### src/rtl/timer_periph_pkg.sv
// Register map, TCON bit positions and address decode shared by the
// timer peripheral and its prescaler.
package timer_periph_pkg;

  localparam logic [31:0] ADDR_TH      = 32'h4000_0000;
  localparam logic [31:0] ADDR_TL      = 32'h4000_0004;
  localparam logic [31:0] ADDR_TCON    = 32'h4000_0008;
  localparam logic [31:0] ADDR_LED     = 32'h4000_000C;
  localparam logic [31:0] ADDR_SYSTICK = 32'h4000_0014;

  localparam int TCON_EN = 0;
  localparam int TCON_IE = 1;
  localparam int TCON_IS = 2;

  typedef enum logic [2:0] {
    SEL_NONE,
    SEL_TH,
    SEL_TL,
    SEL_TCON,
    SEL_LED,
    SEL_SYSTICK
  } reg_sel_e;

  // 0x40000010 belongs to DataMem's 7-seg register, so it stays unmatched
  function automatic reg_sel_e decode(input logic [31:0] addr);
    case (addr)
      ADDR_TH:      decode = SEL_TH;
      ADDR_TL:      decode = SEL_TL;
      ADDR_TCON:    decode = SEL_TCON;
      ADDR_LED:     decode = SEL_LED;
      ADDR_SYSTICK: decode = SEL_SYSTICK;
      default:      decode = SEL_NONE;
    endcase
  endfunction

endpackage

### src/rtl/timer_periph_tick_gen.sv
// Prescaler: one-cycle tick every PRESCALE enabled cycles; count is held
// while disabled so a pause resumes mid-period.
module tick_gen #(
  parameter int PRESCALE = 1,
  parameter int PS_BITS  = 8
) (
  input  logic clk,
  input  logic reset,
  input  logic en,
  output logic tick
);

  localparam logic [PS_BITS-1:0] PS_MAX = PS_BITS'(PRESCALE - 1);

  logic [PS_BITS-1:0] cnt;

  assign tick = en && (cnt == PS_MAX);

  always_ff @(posedge clk) begin
    if (reset)    cnt <= '0;
    else if (en)  cnt <= tick ? '0 : cnt + 1'b1;
  end

endmodule

### src/rtl/timer_periph.sv
// Memory-mapped reload timer, LED register and free-running systick sitting
// beside DataMem on the MEM-stage bus; Read_data is zero when not selected.
module timer_periph
  import timer_periph_pkg::*;
#(
  parameter int PRESCALE = 1,
  parameter int PS_BITS  = 8,
  parameter int LED_BITS = 8
) (
  input  logic                clk,
  input  logic                reset,
  input  logic [31:0]         Address,
  input  logic [31:0]         Write_data,
  input  logic                MemRead,
  input  logic                MemWrite,
  output logic [31:0]         Read_data,
  output logic                Hit,
  output logic [LED_BITS-1:0] leds,
  output logic                irq
);

  logic [31:0]         th, tl, systick;
  logic [2:0]          tcon;
  logic [LED_BITS-1:0] led_q;
  logic                tick, ovf;
  logic                wr_th, wr_tl, wr_tcon, wr_led;
  reg_sel_e            sel;

  assign sel     = decode(Address);
  assign Hit     = (sel != SEL_NONE);
  assign wr_th   = MemWrite && (sel == SEL_TH);
  assign wr_tl   = MemWrite && (sel == SEL_TL);
  assign wr_tcon = MemWrite && (sel == SEL_TCON);
  assign wr_led  = MemWrite && (sel == SEL_LED);

  tick_gen #(.PRESCALE(PRESCALE), .PS_BITS(PS_BITS)) u_tick (
    .clk   (clk),
    .reset (reset),
    .en    (tcon[TCON_EN]),
    .tick  (tick)
  );

  assign ovf = tick && (tl == 32'hFFFF_FFFF);

  // Software writes take priority over same-cycle tick/overflow effects;
  // the reload reads th before any same-cycle TH write lands.
  always_ff @(posedge clk) begin
    if (reset) begin
      th      <= '0;
      tl      <= '0;
      tcon    <= '0;
      led_q   <= '0;
      systick <= '0;
    end else begin
      systick <= systick + 32'd1;
      if (wr_th) th <= Write_data;
      if (wr_tl)     tl <= Write_data;
      else if (tick) tl <= ovf ? th : tl + 32'd1;
      if (wr_tcon)                       tcon          <= Write_data[2:0];
      else if (ovf && tcon[TCON_IE])     tcon[TCON_IS] <= 1'b1;
      if (wr_led) led_q <= Write_data[LED_BITS-1:0];
    end
  end

  assign leds = led_q;
  assign irq  = tcon[TCON_IE] & tcon[TCON_IS];

  always_comb begin
    Read_data = '0;
    if (MemRead) begin
      case (sel)
        SEL_TH:      Read_data = th;
        SEL_TL:      Read_data = tl;
        SEL_TCON:    Read_data = {29'd0, tcon};
        SEL_LED:     Read_data = 32'(led_q);
        SEL_SYSTICK: Read_data = systick;
        default:     Read_data = '0;
      endcase
    end
  end

endmodule
### config.mk
export PLATFORM = sky130hd
export DESIGN_NAME = timer_periph
export DESIGN_NICKNAME = d
export VERILOG_FILES = /design/src/rtl/timer_periph_pkg.sv /design/src/rtl/timer_periph_tick_gen.sv /design/src/rtl/timer_periph.sv
export SDC_FILE = /design/constraint.sdc
export NUM_CORES = 1
export LEC_CHECK = 0
export CAP_MARGIN = 10
export CORE_ASPECT_RATIO = 0.7
export CORE_UTILIZATION = 40
export DETAILED_ROUTE_END_ITERATION = 10
export REMOVE_ABC_BUFFERS = 1
export SLEW_MARGIN = 20
export SYNTH_ARGS = -nofsm -noshare
export SYNTH_HDL_FRONTEND = slang
export SYNTH_HIERARCHICAL = 1
export SYNTH_SLANG_ARGS = --single-unit
### constraint.sdc
create_clock -name clk -period 3.7 [get_ports clk]
set_input_delay 0.37 -clock clk [delete_from_list [all_inputs] [get_ports clk]]
set_output_delay 0.37 -clock clk [all_outputs]
set_load 0.02 [all_outputs]
* After elaboration in Yosys (flattened, before gate mapping)
Cells that the tools add are included.
Operators by class: $add $sub $neg 3, equal/unequal tests 11, multiplexer cells 9, bitwise logic cells 1, reduce and logical (&&, ||, !) cells 11
Operators with widths (count):
- $eq A32 B31 Y1 const B | 5
- $pmux W32 S5 | 1
- $mux W32 | 4
- $add A32 B1 Y32 const B | 2
- $eq A32 B32 Y1 const B | 1
- $pmux W3 S5 | 1
- $add A8 B1 Y8 const B | 1
- $logic_not A8 Y1 | 1
- $mux W8 | 1
- $logic_and A1 B1 Y1 | 7
- $eq A3 B2 Y1 const B | 2
- $eq A3 B3 Y1 const B | 2
- $reduce_bool A2 Y1 | 2
- $eq A3 B1 Y1 const B | 1
- $reduce_bool A3 Y1 | 1
- $mux W1 | 2
- $and A1 B1 Y1 | 1
Word-level totals: register bits after elaboration 115, input bits 68, output and inout port bits 42, logic and storage cells 42

* Depth between registers and ports, before layout
depth in word-level cells 6, gate-level depth with buffers 11

* Modules after synthesis
Netlist, hierarchy kept.
Modules (own cells, without submodules):
- timer_periph | times used 1, cells an instance 791, area each 6129.6 µm², sequential area each 2142.1 µm²
- tick_gen | times used 1, cells an instance 45, area each 410.4 µm², sequential area each 160.2 µm²

* Least setup slack after synthesis
Ideal clock, no wire load.
path kind in2out, from in Address[12], to out Read_data[11], arrival time 2318 ps, required time 3330 ps, setup slack 1012 ps, stages on the path 8, path buffers 2, cell sequence or4_1 nor2_1 and2_1 buf_2 and3_1 nand2_1 buf_1 nor2_1
Between the ends: word-level cells in the longest chain between the ends 5, elaborated cells between the ends (all ways) 13
Ends and longest elaborated chain:
- start, declared | RTL line timer_periph.sv:12 | input logic [31:0] Address,
- $eq A32 B31 Y1 | RTL line timer_periph_pkg.sv:26 | case (addr)
- $pmux W3 S5 * | RTL line timer_periph_pkg.sv:26
- $eq A3 B3 Y1 (tied with other cells) | RTL line timer_periph.sv:71 | case (sel)
- $pmux W32 S5 * | RTL line timer_periph.sv:71
- $mux W32 * | RTL line timer_periph.sv:70 | if (MemRead) begin
- end, declared | RTL line timer_periph.sv:16 | output logic [31:0] Read_data,
Every way passes the cells marked *; elsewhere a longest branch is shown, timed or not.

* Worst setup path after layout
from in Address[0], to out Read_data[15]
Same word-level chain as after synthesis.

==> summary.txt <==
Die
  – Die span in y: 109 µm
  – IO Pins: 110
  – Die area: around 17000 µm²
  – Initial Utilization: around two fifths
  – Core area: between 15000 and 20000 µm²
  – Die X: between 150 and 200 µm
  – Cell row count: 38

STA
  – Setup Viol. Count Final: 0
  – Fin Setup TNS: 0 ps
  – Final worst setup slack: around 110 ps
  – Clock skew: approximately 9.5 ps
  – Final Cycle Share: 97.0%
  – Slew headroom: a little under two fifths
  – Fmax: ~280 MHz
  – Number of failing hold endpoints at the final stage: 0
  – Slew Viols, Final: 0
  – Worst slew pin tran: roughly 940 ps
  – Unrepaired setup endpoints after global routing: false
  – Min cycle time layout: roughly 3600 ps

Synth
  – Synth warnings: 6
  – Flops & latches, synth: 115
  – Most used DFF post-synth: dfxtp_1
  – Synth area leaders: dfxtp_1 (35%), nand2_1 (6.9%), nor2_1 (6.7%)
  – Count leader, synth: nand2_1
  – EDFF count, synth: 0
  – Dominant cell type by area after synthesis: dfxtp_1
  – Post-synth ARST share: 0%
  – Synth cell types: 63
  – Post-Syn Area: 6540 µm²
  – Synth top cells by count: nand2_1 (120), nor2_1 (116), dfxtp_1 (115)
  – Mapped Cells: 836
  – Syn_area_per_cell: 7.82 µm²
  – Sequential share of the synthesized area: 35.2%
  – Synth top area share: 35.2%

Critical path
  – Crit-path cells: clkdlybuf4s50_1, or4_4, or3_4, nor3_4, buf_12, a22o_1, a22oi_1, nor2_1, clkdlybuf4s50_1
  – Worst Setup End Kind: output port
  – Worst flop-to-flop path startpoint: u_tick/cnt[0]$_SDFFE_PP0P_
  – Slowest-stage cell, CP: clkdlybuf4s50_1
  – Critical path type: in2out
  – CP Data Required Time: 3330 ps
  – Crit path DAT: 3220 ps
  – R2R setup slack: about 570 ps
  – Reg2reg end: tl[10]$_SDFFE_PP0P_
  – CP delay by family, top: buffers and inverters
  – Critical path launch point type: input pin
  – Peak fanout along the critical path: 31
  – Worst path max stage delay: roughly 600 ps
  – Reg2Reg Depth: 10
  – Buf+Inv Stages, Crit Path: 3
  – Most Frequent Cell on Critical Path: clkdlybuf4s50_1

Global route
  – Antenna violations before repair: 0
  – Met3 usage: 5.17%
  – GR Overflow Total: 0
  – Most Crowded Layer GR: met1
  – Total GRT Usage: 25.2%
  – First-pass GRT wire length: ~33 mm
  – Met2 GRT Util: roughly 37%
  – Number of global-route vias before repair: 6015
  – Largest net degree at the start of global routing: 61
  – Met1 Use GR: 38.0%

Pwr
  – Leak: between 2 and 3 nW
  – Comb pwr share: under 10%
  – Net Sw Frac: 22.7%
  – Psw: 0.678 mW
  – PnR Total Power: about 3.0 mW
  – P_int: 2.31 mW
  – Clock power share: roughly 54%
  – Power per cell area: 354 nW/µm²
  – Reg power frac: 41.8%
  – Max VDD drop: 0.000274 V

Route
  – DRC Markers: 0
  – WL final: 20.9 mm
  – DR vias: 6566
  – Routed Antenna Nets: 0
  – Drt via density: ~5.7
  – 1st-iter DRT viols: roughly 570
  – Number of iterations in the first detailed-routing pass: 5
  – Drt wl/cell: 18.0 µm

CTS
  – Num Clock Sinks: 115
  – CTS Root Cell: clkbuf_16
  – Clk Latency, worst-skew pair: a little over 400 ps
  – Worst-path clk slew: around 60 ps
  – TritonCTS Buffers: 17
  – Htree depth: 4
  – Hold_buf cts: 0
  – CTS max path bufs: 2
  – CTS tree: built

Outcome
  – Status: completed

Min path
  – Startpoint of the lowest-slack hold path: reset
  – Hold Path Cell Cnt: 2
  – Worst Hold Endpoint: tcon[1]$_SDFFE_PP0P_
  – Hold Path Class: in2reg

Final layout
  – Diodes inserted: 0
  – Layout cells sized above 1: 7.36%
  – P&R area growth vs syn: 28.9%
  – Final net count: 997

Placed design
  – Final GP Congestion: 0.887
  – Worst slack, placed: 113 ps
  – I/O Buffers: about 110
  – DP HPWL: approximately 14 mm

Job
  – Max-Cap Viols: 0
[worst max-delay path by stage]
stage	slack, ps	endpoint	startpoint	depth (start not counted)
after floorplan	-700	tl[25]$_SDFFE_PP0P_	u_tick/cnt[0]$_SDFFE_PP0P_	9
after global placement	110	Read_data[6]	Address[0]	8
after detailed placement	110	Read_data[22]	Address[0]	9
after CTS	120	Read_data[31]	Address[0]	9
after global routing	3	Read_data[16]	Address[0]	9
final	110	Read_data[15]	Address[0]	9
[stage by stage]
| stage | hold WS [ps] | cell area, µm² | std cells | util (%) |
|---|---|---|---|---|
| 4_1_cts | 463 | 8410 | 1158 | 53.5 |
| 5_1_grt | 475 | 8430 | 1158 | 53.6 |
| 3_3_place_gp | 454 | 7840 | 1126 | 49.8 |
| 2_1_floorplan | 435 | 6290 | 780 | - |
| 6_report | 452 | 8430 | 1158 | 53.6 |
| 3_5_place_dp | 467 | 7840 | 1126 | 49.8 |
[what timing repair did]
action / CTS / global route
endpoints found under the setup margin: 0 / 6
hold endpoints to repair: 0 / 0
buffers inserted: 0 / 0
resized for setup: 0 / 4
[layout make-up]
class	count	area, µm²
Clock buffer	20	437
Clock inverter	12	134
Sequential cell	115	2300
Fill cell	1476	7310
Timing Repair Buffer	126	1260
Tap cell	220	275
Multi-Input combinational cell	655	3980
Inverter	10	37.5
[registers in the layout (all words and copies together) (netlist names)]
register,flops
tl,32
th,32
systick,32
leds,8
tcon,3
u_tick/cnt,8
[layout by cell type (no fill, tap or decap), types with 7 or more instances in the layout]
cell and instances:
mux2i_1 20, nand2b_1 16, nand3_1 28, inv_1 10
buf_4 15, clkdlybuf4s50_1 105, nor3_1 7, xor2_1 28
clkbuf_16 17, a22o_1 24, or3_1 9, and4_1 8
o21ai_0 20, nor4_1 11, nand2_1 120, dfxtp_1 115
a21oi_1 62, o211ai_1 12, nor2_1 115, and3_1 13
a22oi_1 24, a311oi_1 10, nand4_1 18, xnor2_1 21
[cells by family after synthesis]
kind of cell             count (synthesis)  synth area share (%)
AO/OA/AOI/OAI                          192                  20.2
XOR/XNOR                                49                  6.56
adder cells (fa/ha/maj)                  4                 0.765
buffers and inverters                   66                  4.38
flip-flops                             115                  35.2
multiplexers                            26                  4.09
AND/OR/NAND/NOR                        384                  28.8
[power groups by stage]
| stage | registers, mW | logic (mW) | clock network, mW |
|---|---|---|---|
| finish | 1.25 | 0.129 | 1.61 |
| global route | 1.25 | 0.136 | 1.69 |
| CTS | 1.25 | 0.128 | 1.62 |
| detailed placement | 1.27 | 0.128 | 0 |
| global placement | 1.27 | 0.126 | 0 |
| floorplan | 1.27 | 0.0165 | 0 |
[metal layers]
metal	vias up	part of all wire [%]
met2	252	42
li1	3182	-
met3	11	7.5
met1	3121	50
met4	0	0.58
met5	-	0
(Power assumes the default switching activity.)
